$ cat src/rtl/shift_seq.sv
// shift_seq: multi-cycle barrel-free shifter (SLL / SRL / SRA).
// A request is latched in IDLE, then the working register is shifted a few
// bits per cycle until the latched count is used up, and the final value is
// presented for exactly one cycle with done=1.
// Optional build macro: SHIFT_SEQ_FAST_STEP_EN -- when defined, each SHIFT
// cycle consumes four bits of count while at least four remain, otherwise one.
module shift_seq #(
    parameter int WIDTH = 32
) (
    input  logic             clk,
    input  logic             rst_n,
    input  logic             start,
    input  logic [1:0]       op,
    input  logic [31:0]      shamt,
    input  logic [WIDTH-1:0] data_in,
    output logic             busy,
    output logic             done,
    output logic [WIDTH-1:0] result
);

    localparam logic [1:0] IDLE  = 2'd0;
    localparam logic [1:0] SHIFT = 2'd1;
    localparam logic [1:0] DONE  = 2'd2;

    localparam logic [1:0] OP_SLL = 2'b00;
    localparam logic [1:0] OP_SRA = 2'b10;

    logic [1:0]       state;
    logic [WIDTH-1:0] work;
    logic [4:0]       cnt;
    logic [1:0]       op_q;
    logic [WIDTH-1:0] result_q;

    logic [4:0]       step;
    logic [4:0]       cnt_after;
    logic [WIDTH-1:0] work_shifted;

    // Only the low five bits of the shift amount are meaningful.
    logic shamt_unused;
    assign shamt_unused = &{1'b0, shamt[31:5]};

    // Step size for the current SHIFT cycle and the count left after it.
    always_comb begin
`ifdef SHIFT_SEQ_FAST_STEP_EN
        step = (cnt >= 5'd4) ? 5'd4 : 5'd1;
`else
        step = 5'd1;
`endif
        cnt_after = cnt - step;
    end

    // One shift step of the working register; SRA keeps the latched sign bit
    // because the arithmetic shift re-copies work[WIDTH-1] every step.
    always_comb begin
        case (op_q)
            OP_SLL:  work_shifted = work << step;
            OP_SRA:  work_shifted = $unsigned($signed(work) >>> step);
            default: work_shifted = work >> step;   // SRL and the 11 encoding
        endcase
    end

    // Control FSM plus operand/result registers; result is only written on
    // the edge that enters DONE so it holds through IDLE.
    always_ff @(posedge clk or negedge rst_n) begin
        if (!rst_n) begin
            state    <= IDLE;
            work     <= '0;
            cnt      <= '0;
            op_q     <= '0;
            result_q <= '0;
        end else begin
            case (state)
                IDLE: begin
                    if (start) begin
                        work <= data_in;
                        op_q <= op;
                        cnt  <= shamt[4:0];
                        if (shamt[4:0] == 5'd0) begin
                            state    <= DONE;
                            result_q <= data_in;
                        end else begin
                            state <= SHIFT;
                        end
                    end
                end
                SHIFT: begin
                    work <= work_shifted;
                    cnt  <= cnt_after;
                    if (cnt_after == 5'd0) begin
                        state    <= DONE;
                        result_q <= work_shifted;
                    end
                end
                DONE: begin
                    // start is deliberately ignored here.
                    state <= IDLE;
                end
                default: begin
                    state <= IDLE;
                end
            endcase
        end
    end

    assign busy   = (state != IDLE);
    assign done   = (state == DONE);
    assign result = result_q;

endmodule

$ cat config.mk
export PLATFORM = sky130hd
export DESIGN_NAME = shift_seq
export DESIGN_NICKNAME = d
export VERILOG_FILES = /design/src/rtl/shift_seq.sv
export SDC_FILE = /design/constraint.sdc
export NUM_CORES = 1
export LEC_CHECK = 0
export ABC_AREA = 1
export ABC_CLOCK_PERIOD_IN_PS = 1700
export BUFFER_PORTS_ARGS = -buffer_cell sky130_fd_sc_hd__buf_2
export CORE_MARGIN = 8
export CORE_UTILIZATION = 54
export DETAILED_ROUTE_END_ITERATION = 10
export HOLD_SLACK_MARGIN = 0.15
export MAX_ROUTING_LAYER = met4
export PLACE_DENSITY = 0.8
export SETUP_SLACK_MARGIN = 0.05
export SYNTH_ARGS = -nofsm -noshare
export SYNTH_HDL_FRONTEND = slang
export SYNTH_SLANG_ARGS = --single-unit
$ cat constraint.sdc
create_clock -name clk -period 1.7 [get_ports clk]
set_input_delay 0.34 -clock clk [delete_from_list [all_inputs] [get_ports clk]]
set_output_delay 0.34 -clock clk [all_outputs]
set_load 0.1 [all_outputs]
==> metrics.yaml, run 1 <==
sta:
  worstMarginPinSlew_ps: 522
  final.period_utilization: 0.952
  max_freq_mhz: 618
  hold_viol_final: 0
  fin_crit_ps: 1620
  drv_slew: 0
  relSlewSlack: 0.652
  hold_slack_ps: 213
  fin_worst_skew_ps: 10.6
  rsz0062_at_grt: "true"
  setup_violations: 0
clocking:
  htreeDepth: 3
  cts.clk_slew.worst_paths_ps: 70
  clk_latency_ps: 350
  cts_tree: "built"
  cts_buffers: 9
  clockBufferDepth: 2
  clock_sinks: 73
  ctsRootBufferMaster: "clkbuf_8"
routing:
  vias_per_cell: 5.14
  ant_nets: 0
  vias: 3658
  first_iter_violations: 223
  drt_pass1_iterations: 7
  wl_per_cell_um: 14.5
  routed_wl_mm: 10.3
  drc: 0
yosys:
  yosysTopAreaCell: "dfrtp_1"
  synth_cell_types: 24
  synthesis.area_sq_mm: 0.00415
  yosys.cell_count.top_type: "nand2_1"
  synthTopCellsByArea: "dfrtp_1, nand2_1, nand2_4"
  synthArstFlopShare: 1.00
  synthTopCellsByCount: "nand2_1, dfrtp_1, inv_1"
  synth_ff_type: "dfrtp_1"
  yosys_register_bits: 73
  synth-edff-count: 0
  synth_top_area_share: 0.440
  avgSynthCellArea_sq_um: 7.99
  yosys_warnings: 0
  synthesis.instances: 520
  syn-num-nets: 591
  synth-seq-area-share: 0.440
global_route:
  gr-total-overflow: 0
  grt_pass1_wl_mm: 17.4
  grt_pass1_vias: 3872
  antenna_found_initial: 0
  grt_usage: 0.199
  grt_max_degree: 46
die:
  io_pins: 103
  rows: 32
  core_sq_mm: 0.00761
  start_util: 0.546
  die_y_um: 104
  die_w_um: 104
  die-area_sq_mm: 0.0108
finish:
  fin_area_sq_mm: 0.00503
  final_nets: 675
  syn_to_final_growth_pct: 21.1
  nFillCells: 659
  drive_above_1_share: 0.332
  antenna_cells_inserted: 0
min_path:
  hp-start: "op[0]"
  min_path_cells: 3
  min_to: "op_q[0]$_DFFE_PN0P_"
  hold_class: "in2reg"
setup_path:
  r2r_end: "result[15]$_DFFE_PN0P_"
  worstReg2RegStart: "cnt[0]$_DFFE_PN0P_"
  ff2ff_path_depth: 12
  reg2reg_setup_slack_ps: 80
  criticalPathCategory: "reg2reg"
  start_kind: "register"
  required_ps: 1940
  cp-end-kind: "register"
  path_max_fanout: 5
  arrival_ps: 1860
placement:
  place_congestion: 0.821
  post-dp-hpwl_mm: 6.91
  placed_area_sq_mm: 0.00466
  io_buffers: 75
job:
  drv_cap: 0
status:
  status: "completed"
[worst max path at each step]
| stage | startpoint | slack, ps | cells after the start | to |
|---|---|---|---|---|
| after floorplan | cnt[0]$_DFFE_PN0P_ | 130 | 12 | result[10]$_DFFE_PN0P_ |
| after global placement | cnt[1]$_DFFE_PN0P_ | 50 | 12 | result[1]$_DFFE_PN0P_ |
| after detailed placement | cnt[0]$_DFFE_PN0P_ | -40 | 12 | result[4]$_DFFE_PN0P_ |
| after CTS | cnt[0]$_DFFE_PN0P_ | 50 | 13 | result[4]$_DFFE_PN0P_ |
| after global routing | cnt[0]$_DFFE_PN0P_ | -3 | 13 | result[0]$_DFFE_PN0P_ |
| final | cnt[0]$_DFFE_PN0P_ | 80 | 12 | result[15]$_DFFE_PN0P_ |
[area by class of cell]
| type | count | area [sq um] | area share |
|---|---|---|---|
| Clock inverter | 5 | 55.1 | 0.0109 |
| Multi-Input combinational cell | 368 | 1980 | 0.393 |
| Sequential cell | 73 | 1830 | 0.363 |
| Tap cell | 102 | 128 | 0.0254 |
| Timing Repair Buffer | 105 | 721 | 0.143 |
| Clock buffer | 11 | 141 | 0.0281 |
| Inverter | 47 | 179 | 0.0356 |
[critical path, cell delays in order, from the launching register on]
cell       delay, ps
dfrtp_1          390
inv_2             90
ha_4             160
inv_2             40
nand2_2           50
nand2_2           60
nor2_2            90
nand2_2           70
nand2_4           80
nand3_4          100
bufbuf_16        300
nand2_4           50
nand2_2           40
[cells by family (layout without fill, tap and decap cells)]
group | count (synthesis) | in the layout | synth area share
and+or+nand+nor | 324 | 324 | 0.406
buffers and inverters | 79 | 168 | 0.0922
DFF | 73 | 73 | 0.440
AOI/OAI and AO/OA | 42 | 42 | 0.0557
adders and majority gates | 2 | 2 | 0.00602
[cells in the final DEF (no fill, tap or decap), drive strengths merged]
cell / instances
nand2: 245
nand4: 33
clkinvlp: 2
o221ai: 2
inv: 47
clkbuf: 11
o21ai: 38
bufbuf: 1
bufinv: 1
nand3: 38
dlygate4sd3: 1
nor2: 8
o211ai: 1
clkinv: 2
buf: 103
dfrtp: 73
ha: 2
a21oi: 1
[flip-flops by register name, indices dropped and copies added (netlist names)]
register  cells
result       32
op_q          2
work         32
cnt           5
state         2
[stage by stage]
step           setup TNS (ps)  std cells  utilization  setup WS [ps]
3_3_place_gp                0        685        0.613           49.0
5_1_grt                 -3.67        711        0.661          -2.61
3_5_place_dp             -486        685        0.613          -38.6
4_1_cts                     0        712        0.662           46.3
6_report                    0        711        0.661           81.8
2_1_floorplan               0        520            -            133
[layer usage]
layer | track usage | up-vias | share of wire
li1 | - | 1823 | -
met1 | 0.230 | 1689 | 0.43
met2 | 0.332 | 130 | 0.50
met3 | 0.0483 | 16 | 0.060
met4 | 0.0631 | 0 | 0.013
met5 | - | - | 0
[timing repair]
action / 4_1_cts / 5_1_grt
setup endpoints to repair: 34 / 32
setup buffers: 7 / 0
hold buffers: 1 / 0
gates cloned: 3 / 1
gates resized for setup: 8 / 10
pin swaps: 3 / 3
hold endpoints to repair: 24 / 0
Power of run 1 is left out: the tool's default activity adds up to more than one toggle a clock period on the data nets, which glitch-free logic cannot reach.
==> inputs of run 2 (changes only) <==
Settings changed: CTS_BUF_LIST set to sky130_fd_sc_hd__clkbuf_8 sky130_fd_sc_hd__clkbuf_16, CTS_CLUSTER_SIZE set to 16, GPL_TIMING_DRIVEN set to 0.
==> run 2 against run 1 <==
Compared with the run above:
- via count increased by 4.8%
- register-to-register slack worse by 80 ps
- wire length rose by 0.93%
- global-route usage down 0.26 points
- non-clock buffer count grew 19
- first-iteration DRC count is 9.4% higher
- cell area grew 1.6%
- sequential cell count unchanged
- critical path depth grew 1
==> metrics.yaml, run 2 (same netlist as run 1, synthesis figures left out) <==
status:
  status: "completed"
placement:
  place_congestion: 0.869  # +5.9%
  post-dp-hpwl_mm: 7.17  # +3.8%
  io_buffers: 75  # unchanged
min_path:
  min_to: "op_q[1]$_DFFE_PN0P_"
  hold_class: "in2reg"
  min_path_cells: 3  # unchanged
  hp-start: "op[1]"
routing:
  first_iter_violations: 244  # +9.4%
  wl_per_cell_um: 14.3  # -1.7%
  ant_nets: 0  # unchanged
  drc: 0  # unchanged
  routed_wl_mm: 10.4  # +0.93%
  vias: 3835  # +4.8%
  drt_pass1_iterations: 7  # unchanged
  vias_per_cell: 5.25  # +2.1%
clocking:
  clock_sinks: 73  # unchanged
  cts_buffers: 9  # unchanged
  clk_latency_ps: 350  # about the same
  clockBufferDepth: 2  # unchanged
  cts.clk_slew.worst_paths_ps: 80  # about the same
  htreeDepth: 3  # unchanged
  ctsRootBufferMaster: "clkbuf_8"
  cts_tree: "built"
finish:
  layout_common_cells: "nand2_1, buf_2, dfrtp_1"
  final_nets: 694  # +2.8%
  layout_commonest_cell: "nand2_1"
  antenna_cells_inserted: 0  # unchanged
  nFillCells: 654  # -0.76%
  multi_input_area_sq_mm: 0.00196  # -0.76%
  seqCellArea_sq_mm: 0.00183  # unchanged
  drive_above_1_share: 0.341  # +0.00907
  syn_to_final_growth_pct: 23.0
die:
  io_pins: 103  # unchanged
  die_w_um: 104  # unchanged
  die-area_sq_mm: 0.0108  # unchanged
  rows: 32  # unchanged
  die_y_um: 104  # unchanged
  core_sq_mm: 0.00761  # unchanged
  start_util: 0.546  # unchanged
setup_path:
  ff2ff_path_depth: 13  # +1
  criticalPathCategory: "reg2reg"
  arrival_ps: 1940  # +80 ps
  cp-end-kind: "register"
  r2r_end: "result[12]$_DFFE_PN0P_"
  path_max_fanout: 7  # +2
  worstReg2RegStart: "cnt[0]$_DFFE_PN0P_"
  start_kind: "register"
  reg2reg_setup_slack_ps: 1  # -80 ps
  required_ps: 1940  # about the same
job:
  drv_cap: 0  # unchanged
sta:
  worstMarginPinSlew_ps: 503  # -19.1 ps
  max_freq_mhz: 589  # -4.7%
  fin_worst_skew_ps: 18.4  # +7.76 ps
  rsz0062_at_grt: "true"
  fin_crit_ps: 1700  # +80.5 ps
  final.period_utilization: 0.999  # +0.0474
  drv_slew: 0  # unchanged
  setup_violations: 0  # unchanged
  hold_slack_ps: 215  # +2.14 ps
  relSlewSlack: 0.665  # +0.0132
  hold_viol_final: 0  # unchanged
global_route:
  grt_usage: 0.196  # -0.00259
  grt_max_degree: 39  # -15%
  grt_pass1_wl_mm: 17.4  # about the same
  gr-total-overflow: 0  # unchanged
  grt_pass1_vias: 3778  # -2.4%
  antenna_found_initial: 0  # unchanged
[run 2: changes by cell type in the layout (fill, tap and decap cells not counted), sizes merged]
| cell | previous run | this run |
|---|---|---|
| inv | 47 | 48 |
| clkbuf | 11 | 16 |
| buf | 103 | 115 |
| clkinv | 2 | 3 |
[run 2: critical path, cell delays in order, from the launching register on]
cell	delay, ps
dfrtp_1	400
inv_2	90
ha_4	160
inv_2	40
nand2_2	50
nand2_2	60
nor2_2	100
nand2_2	80
nand2_4	110
nand3_4	90
buf_12	170
clkbuf_16	170
nand2_4	50
nand2_2	30
[run 2: how the worst max path moves through the flow]
stage | start | end | slack [ps] | cells after the start
3_3_place_gp | rst_n | result[17]$_DFFE_PN0P_ | -180 | 1
6_report | cnt[0]$_DFFE_PN0P_ | result[12]$_DFFE_PN0P_ | 1 | 13
3_5_place_dp | cnt[0]$_DFFE_PN0P_ | result[3]$_DFFE_PN0P_ | -30 | 12
2_1_floorplan | cnt[0]$_DFFE_PN0P_ | result[10]$_DFFE_PN0P_ | 130 | 12
5_1_grt | cnt[0]$_DFFE_PN0P_ | result[9]$_DFFE_PN0P_ | -100 | 13
4_1_cts | cnt[1]$_DFFE_PN0P_ | result[14]$_DFFE_PN0P_ | 30 | 13
[run 2: layout make-up]
| class | count | area share |
|---|---|---|
| Timing Repair Buffer | 92 | 0.117 |
| Clock inverter | 7 | 0.0135 |
| Buffer | 32 | 0.0436 |
| Clock buffer | 9 | 0.0242 |
| Multi-Input combinational cell | 368 | 0.384 |
| Inverter | 47 | 0.0350 |
| Tap cell | 102 | 0.0250 |
| Sequential cell | 73 | 0.357 |
[run 2: per-stage QoR]
| step | worst slack (ps) | setup TNS (ps) | instances | util | area [sq um] |
|---|---|---|---|---|---|
| 2_1_floorplan | 133 | 0 | 520 | - | 4160 |
| 5_1_grt | -97.1 | -2270 | 730 | 0.672 | 5110 |
| 3_5_place_dp | -25.3 | -563 | 698 | 0.615 | 4680 |
| 6_report | 1.29 | 0 | 730 | 0.672 | 5110 |
| 3_3_place_gp | -181 | -12960 | 697 | 0.612 | 4660 |
| 4_1_cts | 29.0 | 0 | 723 | 0.657 | 5000 |
[run 2: timing repair]
action,4_1_cts,5_1_grt
endpoints found under the setup margin,32,40
pin swaps,0,1
gates resized for setup,4,7
cloned,1,2
hold buffers,1,0
hold endpoints to repair,35,0
buffers inserted,7,5
[run 2: per-layer routing]
layer | GRT usage | routed length (um) | vias to the layer above
met3 | 0.0458 | 722 | 15
met1 | 0.255 | 4530 | 1785
met2 | 0.301 | 5030 | 162
met5 | - | 0 | -
li1 | - | - | 1873
met4 | 0.0527 | 129 | 0
Power of run 2 is left out for the same reason.
